===== src/rtl/pipeline_hazard_ctrl.sv =====
// Pipeline hazard controller: load-use stalls, branch flushes, data-memory
// wait freezes with timeout, and a saturating count of stalled PC cycles.
module pipeline_hazard_ctrl #(
  parameter int unsigned MEM_TIMEOUT = 255,
  parameter int unsigned CNT_W       = 16
) (
  input  logic             Clk,
  input  logic             Reset,
  input  logic [4:0]       ID_Rs,
  input  logic [4:0]       ID_Rt,
  input  logic             ID_UsesRt,
  input  logic             EX_MemRead,
  input  logic             EX_RegWrite,
  input  logic [4:0]       EX_RegDst,
  input  logic             Branch_Taken,
  input  logic             Mem_Req,
  input  logic             Mem_Ready,
  output logic             PC_Write,
  output logic             IF_ID_Write,
  output logic             IF_ID_Flush,
  output logic             ID_EX_Write,
  output logic             ID_EX_Bubble,
  output logic             EX_MEM_Write,
  output logic             MEM_WB_Bubble,
  output logic             Mem_Err,
  output logic [CNT_W-1:0] Stall_Count
);

  // Wait counter just wide enough to hold MEM_TIMEOUT.
  localparam int unsigned WAIT_W = (MEM_TIMEOUT < 1) ? 1 : $clog2(MEM_TIMEOUT + 1);

  typedef enum logic [1:0] {
    RUN        = 2'd0,
    LOAD_STALL = 2'd1,
    MEM_WAIT   = 2'd2,
    ERR        = 2'd3
  } state_t;

  state_t            state_q, state_d;
  logic [WAIT_W-1:0] wait_q, wait_d;
  logic [CNT_W-1:0]  stall_cnt_q, stall_cnt_d;

  logic              mem_stall_c;
  logic              load_use_c;
  logic [WAIT_W-1:0] wait_inc_c;

  // Hazard detection terms shared by several states.
  always_comb begin
    mem_stall_c = Mem_Req & ~Mem_Ready;
    load_use_c  = EX_MemRead & EX_RegWrite & (EX_RegDst != 5'd0) &
                  ((EX_RegDst == ID_Rs) | (ID_UsesRt & (EX_RegDst == ID_Rt)));
    wait_inc_c  = wait_q + WAIT_W'(1);
  end

  // Next-state and Mealy outputs; reset forces the safe output pattern.
  always_comb begin
    logic freeze;
    logic run_rules;
    logic flush_only;

    state_d       = state_q;
    wait_d        = wait_q;
    PC_Write      = 1'b1;
    IF_ID_Write   = 1'b1;
    IF_ID_Flush   = 1'b0;
    ID_EX_Write   = 1'b1;
    ID_EX_Bubble  = 1'b0;
    EX_MEM_Write  = 1'b1;
    MEM_WB_Bubble = 1'b0;
    Mem_Err       = 1'b0;
    freeze        = 1'b0;
    run_rules     = 1'b0;
    flush_only    = 1'b0;

    unique case (state_q)
      RUN: begin
        if (mem_stall_c) begin
          freeze  = 1'b1;
          state_d = MEM_WAIT;
          wait_d  = '0;
        end else begin
          run_rules = 1'b1;
        end
      end
      LOAD_STALL: begin
        if (mem_stall_c) begin
          freeze  = 1'b1;
          state_d = MEM_WAIT;
          wait_d  = '0;
        end else begin
          state_d    = RUN;
          flush_only = Branch_Taken;
        end
      end
      MEM_WAIT: begin
        if (!Mem_Ready) begin
          freeze = 1'b1;
          wait_d = wait_inc_c;
          if (wait_inc_c >= WAIT_W'(MEM_TIMEOUT)) begin
            state_d = ERR;
          end
        end else begin
          run_rules = 1'b1;
        end
      end
      ERR: begin
        freeze  = 1'b1;
        Mem_Err = 1'b1;
      end
      default: begin
        state_d = RUN;
      end
    endcase

    // Branch beats load-use; the taken branch kills the dependent instruction.
    if (run_rules) begin
      state_d = RUN;
      if (Branch_Taken) begin
        flush_only = 1'b1;
      end else if (load_use_c) begin
        PC_Write     = 1'b0;
        IF_ID_Write  = 1'b0;
        ID_EX_Bubble = 1'b1;
        state_d      = LOAD_STALL;
      end
    end

    if (flush_only) begin
      IF_ID_Flush  = 1'b1;
      ID_EX_Bubble = 1'b1;
    end

    if (freeze) begin
      PC_Write      = 1'b0;
      IF_ID_Write   = 1'b0;
      ID_EX_Write   = 1'b0;
      EX_MEM_Write  = 1'b0;
      MEM_WB_Bubble = 1'b1;
    end

    if (!Reset) begin
      PC_Write      = 1'b0;
      IF_ID_Write   = 1'b0;
      IF_ID_Flush   = 1'b0;
      ID_EX_Write   = 1'b0;
      ID_EX_Bubble  = 1'b1;
      EX_MEM_Write  = 1'b0;
      MEM_WB_Bubble = 1'b1;
      Mem_Err       = 1'b0;
    end
  end

  // Saturating count of cycles in which the PC is held.
  always_comb begin
    stall_cnt_d = stall_cnt_q;
    if (!PC_Write && (stall_cnt_q != {CNT_W{1'b1}})) begin
      stall_cnt_d = stall_cnt_q + CNT_W'(1);
    end
  end

  // State, wait counter and stall counter registers.
  always_ff @(posedge Clk or negedge Reset) begin
    if (!Reset) begin
      state_q     <= RUN;
      wait_q      <= '0;
      stall_cnt_q <= '0;
    end else begin
      state_q     <= state_d;
      wait_q      <= wait_d;
      stall_cnt_q <= stall_cnt_d;
    end
  end

  assign Stall_Count = stall_cnt_q;

endmodule


===== config.mk =====
export PLATFORM = sky130hd
export DESIGN_NAME = pipeline_hazard_ctrl
export DESIGN_NICKNAME = d
export VERILOG_FILES = /design/src/rtl/pipeline_hazard_ctrl.sv
export SDC_FILE = /design/constraint.sdc
export NUM_CORES = 1
export LEC_CHECK = 0
export ABC_AREA = 1
export CORE_MARGIN = 3
export CORE_UTILIZATION = 54
export DETAILED_ROUTE_END_ITERATION = 7
export HOLD_SLACK_MARGIN = 0.08
export PLACE_DENSITY = 0.86
export SLEW_MARGIN = 20
export SYNTH_ARGS = -nofsm -noshare
export SYNTH_HDL_FRONTEND = slang
export SYNTH_SLANG_ARGS = --single-unit

===== constraint.sdc =====
create_clock -name Clk -period 4.65 [get_ports Clk]
set_clock_uncertainty 0.15 [all_clocks]
set_input_delay 0.6975 -clock Clk [delete_from_list [all_inputs] [get_ports Clk]]
set_output_delay 0.6975 -clock Clk [all_outputs]
set_load 0.02 [all_outputs]

==> results of run 1 <==
power by group:
group	internal [W]	leakage (nW)	switching [W]	total, W
sequential	0.000267	0.352	0.0000549	0.000321
combinational	0.000196	0.840	0.000283	0.000479
clock	0.0000872	0.0279	0.0000687	0.000156
flip-flops by register name, indices dropped and copies added, names as in the netlist:
register / flops
Stall_Count: 16
wait_q: 8
state_q: 2
layer usage:
layer | up-vias | share of wire (%)
met3 | 6 | 5.4
met1 | 880 | 45
met5 | - | 0
li1 | 995 | -
met2 | 54 | 48
met4 | 0 | 1.4
metrics by stage:
step	std cells	total power [W]	setup slack, ns	area (sq um)
floorplan	287	0.0006374	1.963	1972
global placement	375	0.0007930	1.301	2460
detailed placement	375	0.0008023	1.220	2460
CTS	379	0.0009589	1.215	2512
global route	379	0.001027	1.033	2512
finish	379	0.0009559	1.199	2512
area by class of cell:
| class | count | share of cell area [%] |
|---|---|---|
| timing repair buffer | 47 | 18.63 |
| clock inverter | 1 | 1.195 |
| tap | 46 | 2.291 |
| multi-input combinational | 216 | 45.12 |
| sequential | 26 | 25.90 |
| clock buffer | 3 | 0.8964 |
| inverter | 40 | 5.976 |
how the worst max path moves through the flow:
stage,to,slack [ns],cells after the start
5_1_grt,IF_ID_Write,1.03,10
6_report,IF_ID_Write,1.20,10
2_1_floorplan,PC_Write,1.96,11
3_3_place_gp,PC_Write,1.30,9
3_5_place_dp,IF_ID_Write,1.22,9
4_1_cts,IF_ID_Write,1.22,9
worst max-delay path, delay by kind of cell, from the launching register on:
family,cells,cell delay [ns]
AOI/OAI and AO/OA,1,0.14
adders and majority gates,1,0.31
buffers and inverters,5,0.99
DFF,1,0.47
and+or+nand+nor,3,0.36
cell families (layout without fill, tap and decap cells):
group | after synthesis | in the layout
compound gates | 18 | 18
xor+xnor | 17 | 17
fa+ha+maj | 9 | 9
buf+inv | 45 | 91
flops | 26 | 26
simple gates | 172 | 172
cell usage in the layout (no fill, tap or decap), types with 2 or more instances in the layout:
cell type / synthesis / routed
clkbuf_4: 0 / 3
clkdlybuf4s50_1: 0 / 46
dfrtp_1: 26 / 26
ha_1: 9 / 9
inv_1: 38 / 38
inv_2: 2 / 2
nand2_1: 100 / 100
nand2_2: 2 / 2
nand2_4: 2 / 2
nand3_1: 30 / 30
nand3b_1: 2 / 2
nand4_1: 4 / 4
nor2_1: 21 / 21
nor2_2: 2 / 2
nor2_4: 2 / 2
nor3_1: 5 / 5
o21ai_0: 11 / 11
o22ai_1: 2 / 2
xnor2_1: 5 / 5
xor2_1: 12 / 12
==> impl_metrics.yaml, run 1 <==
detailed_routing:
  drtIter0Drc: 115
  wl_per_cell_microns: 11.64
  ant_nets: 0
  wl_microns: 4410
  vias: 1935
  drc: 0
  via_per_inst: 5.106
  drtPass1Iterations: 4
critical_path:
  cp_slowest_cell: "clkdlybuf4s50_1"
  slowest_delay_ns: 0.60
  r2r-start: "state_q[0]"
  crit_type: "reg2out"
  r2r_cells: 11
  critPathLaunchType: "flip-flop"
  reg2reg_setup_slack_ns: 2.49
  cp_max_fo: 15
  crit_chain: "inv_1 -> ha_1 -> inv_1 -> nor2_1 -> inv_1 -> o211ai_1 -> nor2_4 -> nand2_4 -> inv_1 -> clkdlybuf4s50_1"
  arrival_ns: 2.60
  r2r-end: "Stall_Count[15]"
  end_kind: "primary output"
  crit_required_ns: 3.80
  crit_top_cell: "inv_1"
  crit_start: "state_q[0]"
sta:
  whs_ns: 0.4003
  relSlewSlack_pct: 72.29
  fmax_ghz: 0.2898
  worst_slew_pin_slew_ns: 0.4125
  finalSetupViolCount: 0
  setup_tns_ns: 0
  min_period_over_period_pct: 74.21
  drv_slew: 0
  rsz0062_at_grt: "no"
  period_needed_ns: 3.451
  hold_viol_final: 0
cells_and_area:
  syn_to_final_growth_pct: 27.41
  fin_util_pct: 73.55
  drive_above_1_share_pct: 5.405
  multi_input_area_sq_um: 1134
  n_antenna_cell: 0
  fillers: 270
  nets: 366
  ff_latch_area_sq_um: 650.6
grt:
  grt_antenna_before_repair: 0
  grt_pass1_vias: 1739
  grt_max_degree: 29
  met2_usage_pct: 37.42
  grt_use_met3_pct: 3.401
  met1_usage_pct: 28.80
  grt.busiest_layer: "met2"
  grt_use_total_pct: 21.98
  grt_pass1_wl_microns: 7686
  grt_overflow: 0
die:
  die_h_microns: 66.43
  core_area_sq_um: 3416
  rows: 21
  dieArea_sq_um: 4413
  start_util_pct: 57.73
  die_w_microns: 66.43
  io_pins: 47
clock_tree:
  htree_levels: 1
  numCtsBuffers: 3
  cts-root-buf: "clkbuf_4"
  clk_latency_ns: 0.33
  max-clock-path-buffers: 2
  cts_tree: "built"
  cts.repair.resized: 0
  postCtsHoldBufs: 0
  clock_sinks: 26
  clk_pin_slew_ns: 0.15
  cts_setup_buffers: 0
synth:
  avgSynthCellArea_sq_um: 6.871
  async_flop_share_pct: 100.0
  ys_types: 28
  synth_xor_area_share_pct: 7.551
  ys.flop_type: "dfrtp_1"
  yosys.cell_count.top_type: "nand2_1"
  synth.area.mux_share_pct: 0
  synth_area_leaders: "dfrtp_1, nand2_1, nand3_1"
  synth-edff-count: 0
  synth_top_family_by_area: "simple AND/OR/NAND/NOR gates"
  ys_warn_count: 0
  yosysTopAreaCell: "dfrtp_1"
  yosysSeqAreaShare_pct: 32.99
  netlist_instances: 287
  yosys-top-cells-count: "nand2_1, inv_1, nand3_1, dfrtp_1, nor2_1"
  synth_simple_gate_area_share_pct: 38.64
  mappedNetlistNets: 319
  synth_compound_area_share_pct: 5.584
  ys_seq_elements: 26
  synthAdderAreaFrac_pct: 5.711
  synth_area_sq_um: 1972
  yosysTopAreaCellShare_pct: 32.99
power:
  vdd_ir_drop_max_v: 0.0002846
  p_leak_nw: 1.220
  power.density_nw_per_um2: 380.5
run:
  drv_cap: 0
worst_hold_path:
  min-delay-start: "Stall_Count[8]"
  hold_path_class: "reg2reg"
  whs_path_depth: 2
  holdPathEnd: "Stall_Count[8]"
status:
  outcome: "finished clean"
placement:
  io_buffers: 46
  dpl.hpwl_microns: 3456
  finalWeightedCongestion: 0.8921
No activity file was read; power rests on OpenSTA's default activity.
==> inputs of run 2 (changes only) <==
--- a/config.mk
+++ b/config.mk
@@ -7,10 +7,10 @@
 export LEC_CHECK = 0
 export ABC_AREA = 1
 export CORE_MARGIN = 3
-export CORE_UTILIZATION = 54
+export CORE_UTILIZATION = 50
 export DETAILED_ROUTE_END_ITERATION = 7
 export HOLD_SLACK_MARGIN = 0.08
-export PLACE_DENSITY = 0.86
+export PLACE_DENSITY = 0.8
 export SLEW_MARGIN = 20
 export SYNTH_ARGS = -nofsm -noshare
 export SYNTH_HDL_FRONTEND = slang
==> constraint.sdc (replaced) <==
create_clock -name Clk -period 3.4 [get_ports Clk]
set_clock_uncertainty 0.15 [all_clocks]
set_input_delay 0.51 -clock Clk [delete_from_list [all_inputs] [get_ports Clk]]
set_output_delay 0.51 -clock Clk [all_outputs]
set_load 0.02 [all_outputs]
==> run 2 against run 1 <==
Critical path depth did not move. Final area rose by 0.25%. Register-to-register slack got worse by 1.3 ns. Final cell count rose by 0.79%. First-iteration DRC count rose by 17%. Worst hold slack got worse by 0.047 ns. Sequential power rose by 37%. Largest cell class unchanged. Highest routed layer unchanged.
==> impl_metrics.yaml, run 2 (synthesis results as in run 1) <==
status:
  outcome: "finished clean"
critical_path:
  r2r-start: "state_q[0]"
  end_kind: "primary output"
  crit_type: "reg2out"
  crit_required_ns: 2.74
  crit_start: "state_q[0]"
  arrival_ns: 2.41
  reg2reg_setup_slack_ns: 1.15
  critPathLaunchType: "flip-flop"
  r2r-end: "Stall_Count[15]"
  r2r_cells: 12
  cp_max_fo: 7
placement:
  finalWeightedCongestion: 0.8727
  io_buffers: 46
  dpl.hpwl_microns: 3492
  place_ws_ns: 0.4588
  dp_cells: 379
sta:
  worst_slew_pin_slew_ns: 0.4055
  drv_slew: 0
  finalSetupViolCount: 0
  period_needed_ns: 3.072
  fmax_ghz: 0.3256
  setup_tns_ns: 0
  min_period_over_period_pct: 90.34
  rsz0062_at_grt: "no"
  fin_ws_ns: 0.3283
  relSlewSlack_pct: 72.91
  hold_viol_final: 0
detailed_routing:
  ant_nets: 0
  vias: 1893
  wl_per_cell_microns: 11.72
  via_per_inst: 4.955
  wl_microns: 4478
  drc: 0
  drtPass1Iterations: 4
  drtIter0Drc: 134
worst_hold_path:
  min-delay-start: "Stall_Count[8]"
  hold_path_class: "reg2reg"
  whs_path_depth: 2
  holdPathEnd: "Stall_Count[8]"
grt:
  grt_antenna_before_repair: 0
  grt_max_degree: 20
  grt_overflow: 0
  grt_use_total_pct: 20.62
  grt_pass1_wl_microns: 7452
  grt_pass1_vias: 1765
die:
  io_pins: 47
  die_w_microns: 68.80
  start_util_pct: 52.67
  core_area_sq_um: 3744
  rows: 22
  die_h_microns: 68.80
  dieArea_sq_um: 4733
power:
  seqPwrFrac_pct: 34.7
  p_comb_share_pct: 51.9
  vdd_ir_drop_max_v: 0.0004212
  p_int_w: 0.0007157
  p_leak_nw: 1.223
  switchingPower_w: 0.0005559
  swShare_pct: 43.72
  p_clk_share_pct: 13.5
  power.density_nw_per_um2: 504.8
clock_tree:
  clock_sinks: 26
  cts.repair.resized: 0
  clk_pin_slew_ns: 0.09
  numCtsBuffers: 3
  postCtsHoldBufs: 0
  cts_setup_buffers: 0
  clk_latency_ns: 0.27
  cts_tree: "built"
  max-clock-path-buffers: 2
  htree_levels: 1
  cts-root-buf: "clkbuf_8"
cells_and_area:
  syn_to_final_growth_pct: 27.73
  largest_register_ffs: 16
  drive_above_1_share_pct: 5.689
  nets: 368
  final_common_cell: "nand2_1"
  n_antenna_cell: 0
  final_cells: 382
  final_cell_mix: "nand2_1, clkdlybuf4s50_1, inv_1"
run:
  drv_cap: 0
==> run 2: changes by cell type in the layout (fill, tap and decap cells not counted) <==
cell,previous run,this run
bufinv_16,1,0
clkbuf_8,0,3
clkbuf_4,3,0
buf_4,1,3
==> run 2: metrics by stage <==
| stage | instance area (sq um) | power (W) | hold WS, ns | util [%] |
|---|---|---|---|---|
| final | 2519 | 0.001272 | 0.3537 | 67.28 |
| after global routing | 2519 | 0.001368 | 0.3884 | 67.28 |
| after CTS | 2519 | 0.001271 | 0.3556 | 67.28 |
| after detailed placement | 2477 | 0.001099 | 0.3340 | 66.18 |
| after global placement | 2477 | 0.001091 | 0.3340 | 66.18 |
| after floorplan | 1972 | 0.0008718 | 0.06441 | - |
==> run 2: how the worst max path moves through the flow <==
stage / to / cells after the start
6_report: IF_ID_Write / 10
5_1_grt: IF_ID_Flush / 8
4_1_cts: IF_ID_Write / 10
3_5_place_dp: ID_EX_Bubble / 10
3_3_place_gp: ID_EX_Bubble / 10
2_1_floorplan: PC_Write / 11
==> run 2: layout make-up <==
| type | count | area (sq um) |
|---|---|---|
| Clock buffer | 3 | 41.29 |
| Fill cell | 342 | 1225 |
| Inverter | 40 | 150.1 |
| Multi-Input combinational cell | 216 | 1134 |
| Sequential cell | 26 | 650.6 |
| Tap cell | 48 | 60.06 |
| Timing Repair Buffer | 49 | 483.0 |
==> run 2: power by group through the flow <==
| stage | sequential, W | combinational [W] | clock (W) |
|---|---|---|---|
| floorplan | 0.000467 | 0.000404 | 0 |
| global placement | 0.000444 | 0.000647 | 0 |
| detailed placement | 0.000445 | 0.000654 | 0 |
| CTS | 0.000439 | 0.000658 | 0.000174 |
| global route | 0.000450 | 0.000730 | 0.000188 |
| finish | 0.000441 | 0.000659 | 0.000171 |
==> run 2: layer usage <==
metal,routed length (microns),share of wire (%),up-vias,track usage (%)
met5,0,0,-,0
met4,58,1.3,0,5.839
met3,295,6.6,6,3.890
met2,2000,45,59,33.73
met1,2123,47,835,27.68
li1,-,-,993,-
==> run 2: critical path: stages (launching register included) <==
cell and delay, ns:
dfrtp_1 0.45, inv_1 0.13, ha_1 0.31, inv_1 0.10, nor2_1 0.04, inv_1 0.06, o211ai_1 0.14, nor2_4 0.18
nand2_4 0.07, inv_1 0.07, clkdlybuf4s50_1 0.60
==> inputs of run 3 (changes only) <==
==> constraint.sdc (replaced) <==
create_clock -name Clk -period 3.4 [get_ports Clk]
set_clock_uncertainty 0.15 [all_clocks]
set_input_delay 0.51 -clock Clk [delete_from_list [all_inputs] [get_ports Clk]]
set_output_delay 0.51 -clock Clk [all_outputs]
set_load 0.01 [all_outputs]
==> run 3 against run 2 <==
Register-to-register slack improved by 0.12 ns. First-iteration DRC count unchanged. Final area increased by 0.60%. Clock-buffer cell count unchanged. Final cell count decreased by 0.26%. Sequential share of layout area decreased by 0.15 points. Global-route usage decreased by 0.18 points. Via count decreased by 0.26%. Worst hold slack improved by 0.019 ns. Fmax increased by 0.19%.
==> impl_metrics.yaml, run 3 (synthesis results as in run 1) <==
die:
  dieArea_sq_um: 4733
  io_pins: 47
  die_w_microns: 68.80
  start_util_pct: 52.67
  core_area_sq_um: 3744
  die_h_microns: 68.80
  rows: 22
clock_tree:
  clk_pin_slew_ns: 0.10
  clk_latency_ns: 0.28
  htree_levels: 1
  cts_setup_buffers: 0
  numCtsBuffers: 3
  cts_tree: "built"
  cts-root-buf: "clkbuf_8"
  clock_sinks: 26
  postCtsHoldBufs: 0
  max-clock-path-buffers: 2
  cts.repair.resized: 0
cells_and_area:
  largest_register_ffs: 16
  nets: 366
  syn_to_final_growth_pct: 28.49
  final_common_cell: "nand2_1"
  final_cell_mix: "nand2_1, clkdlybuf4s50_1, inv_1"
  multi_input_area_sq_um: 1134
  drive_above_1_share_pct: 5.405
  ff_latch_area_sq_um: 650.6
  fillers: 323
  n_antenna_cell: 0
detailed_routing:
  ant_nets: 0
  wl_per_cell_microns: 11.59
  drc: 0
  via_per_inst: 4.955
  vias: 1888
  drtIter0Drc: 134
  wl_microns: 4416
  drtPass1Iterations: 4
run:
  drv_cap: 0
critical_path:
  crit_required_ns: 2.74
  end_kind: "primary output"
  crit_type: "reg2out"
  arrival_ns: 2.41
  cp_max_fo: 15
  critPathLaunchType: "flip-flop"
placement:
  io_buffers: 46
  dpl.hpwl_microns: 3469
  finalWeightedCongestion: 0.8362
sta:
  relSlewSlack_pct: 74.21
  drv_slew: 0
  rsz0062_at_grt: "no"
  period_needed_ns: 3.066
  worst_slew_pin_slew_ns: 0.3859
  hold_viol_final: 0
  fmax_ghz: 0.3262
  min_period_over_period_pct: 90.17
  finalSetupViolCount: 0
  setup_tns_ns: 0
power:
  swShare_pct: 39.54
  power.density_nw_per_um2: 515.7
  p_comb_share_pct: 46.5
  p_int_w: 0.0007900
  p_clk_share_pct: 20.1
  p_leak_nw: 1.228
  switchingPower_w: 0.0005167
  p_total_w: 0.001307
  seqPwrFrac_pct: 33.4
  vdd_ir_drop_max_v: 0.0003587
grt:
  grt_overflow: 0
  grt_max_degree: 27
  grt_antenna_before_repair: 0
  grt_pass1_vias: 1731
  grt_pass1_wl_microns: 7424
  grt_use_total_pct: 20.44
status:
  outcome: "finished clean"
worst_hold_path:
  hold_path_class: "reg2reg"
run 3: cell count changes in the layout (fill, tap and decap cells not counted), sizes merged:
| cell | before | now |
|---|---|---|
| buf | 3 | 1 |
| bufinv | 0 | 1 |
run 3: area by class of cell:
cell class	count	share of cell area, %
clock inverter	1	1.185
clock buffer	3	1.630
multi-input combinational	216	44.74
timing repair buffer	47	18.47
sequential	26	25.68
tap	48	2.370
inverter	40	5.926
run 3: metal layers:
metal / track usage (%) / vias to the layer above / wire (microns)
met5: 0 / - / 0
met4: 6.083 / 0 / 72
met3: 4.214 / 6 / 272
met2: 33.97 / 51 / 2004
met1: 26.69 / 847 / 2067
li1: - / 984 / -
run 3: worst max-delay path, cell delays in order, from the launching register on:
cell and delay (ns):
dfrtp_1 0.44, inv_1 0.11, ha_1 0.30, inv_1 0.10
nor2_1 0.04, inv_1 0.07, o211ai_1 0.12, nor2_4 0.16
nand2_4 0.15, inv_1 0.10, clkdlybuf4s50_1 0.53
run 3: per-stage QoR:
stage	hold WS (ns)	area, sq um	std cells	setup slack (ns)	utilization [%]
after floorplan	0.06441	1972	287	1.056	-
after global placement	0.3349	2462	377	0.4521	65.78
after detailed placement	0.3396	2462	377	0.4169	65.78
after CTS	0.3784	2534	381	0.3134	67.68
after global routing	0.3971	2534	381	0.1581	67.68
final	0.3728	2534	381	0.3342	67.68
run 3: power groups by stage:
stage / registers [W] / clock network, W / logic [W]
finish: 0.000437 / 0.000263 / 0.000607
global route: 0.000448 / 0.000274 / 0.000685
floorplan: 0.000443 / 0 / 0.000385
detailed placement: 0.000441 / 0 / 0.000605
global placement: 0.000441 / 0 / 0.000600
CTS: 0.000436 / 0.000265 / 0.000611
run 3: worst paths after layout:
check | to | cells past startpoint | startpoint | slack [ns]
max | IF_ID_Write | 10 | state_q[0] | 0.33
min | Stall_Count[8] | 2 | Stall_Count[8] | 0.37
max reg2reg | Stall_Count[5] | 10 | state_q[0] | 1.27
min reg2reg | Stall_Count[8] | 2 | Stall_Count[8] | 0.37
max in group asynchronous | wait_q[7] | 2 | Reset | 2.22
min in group asynchronous | Stall_Count[1] | 2 | Reset | 0.63
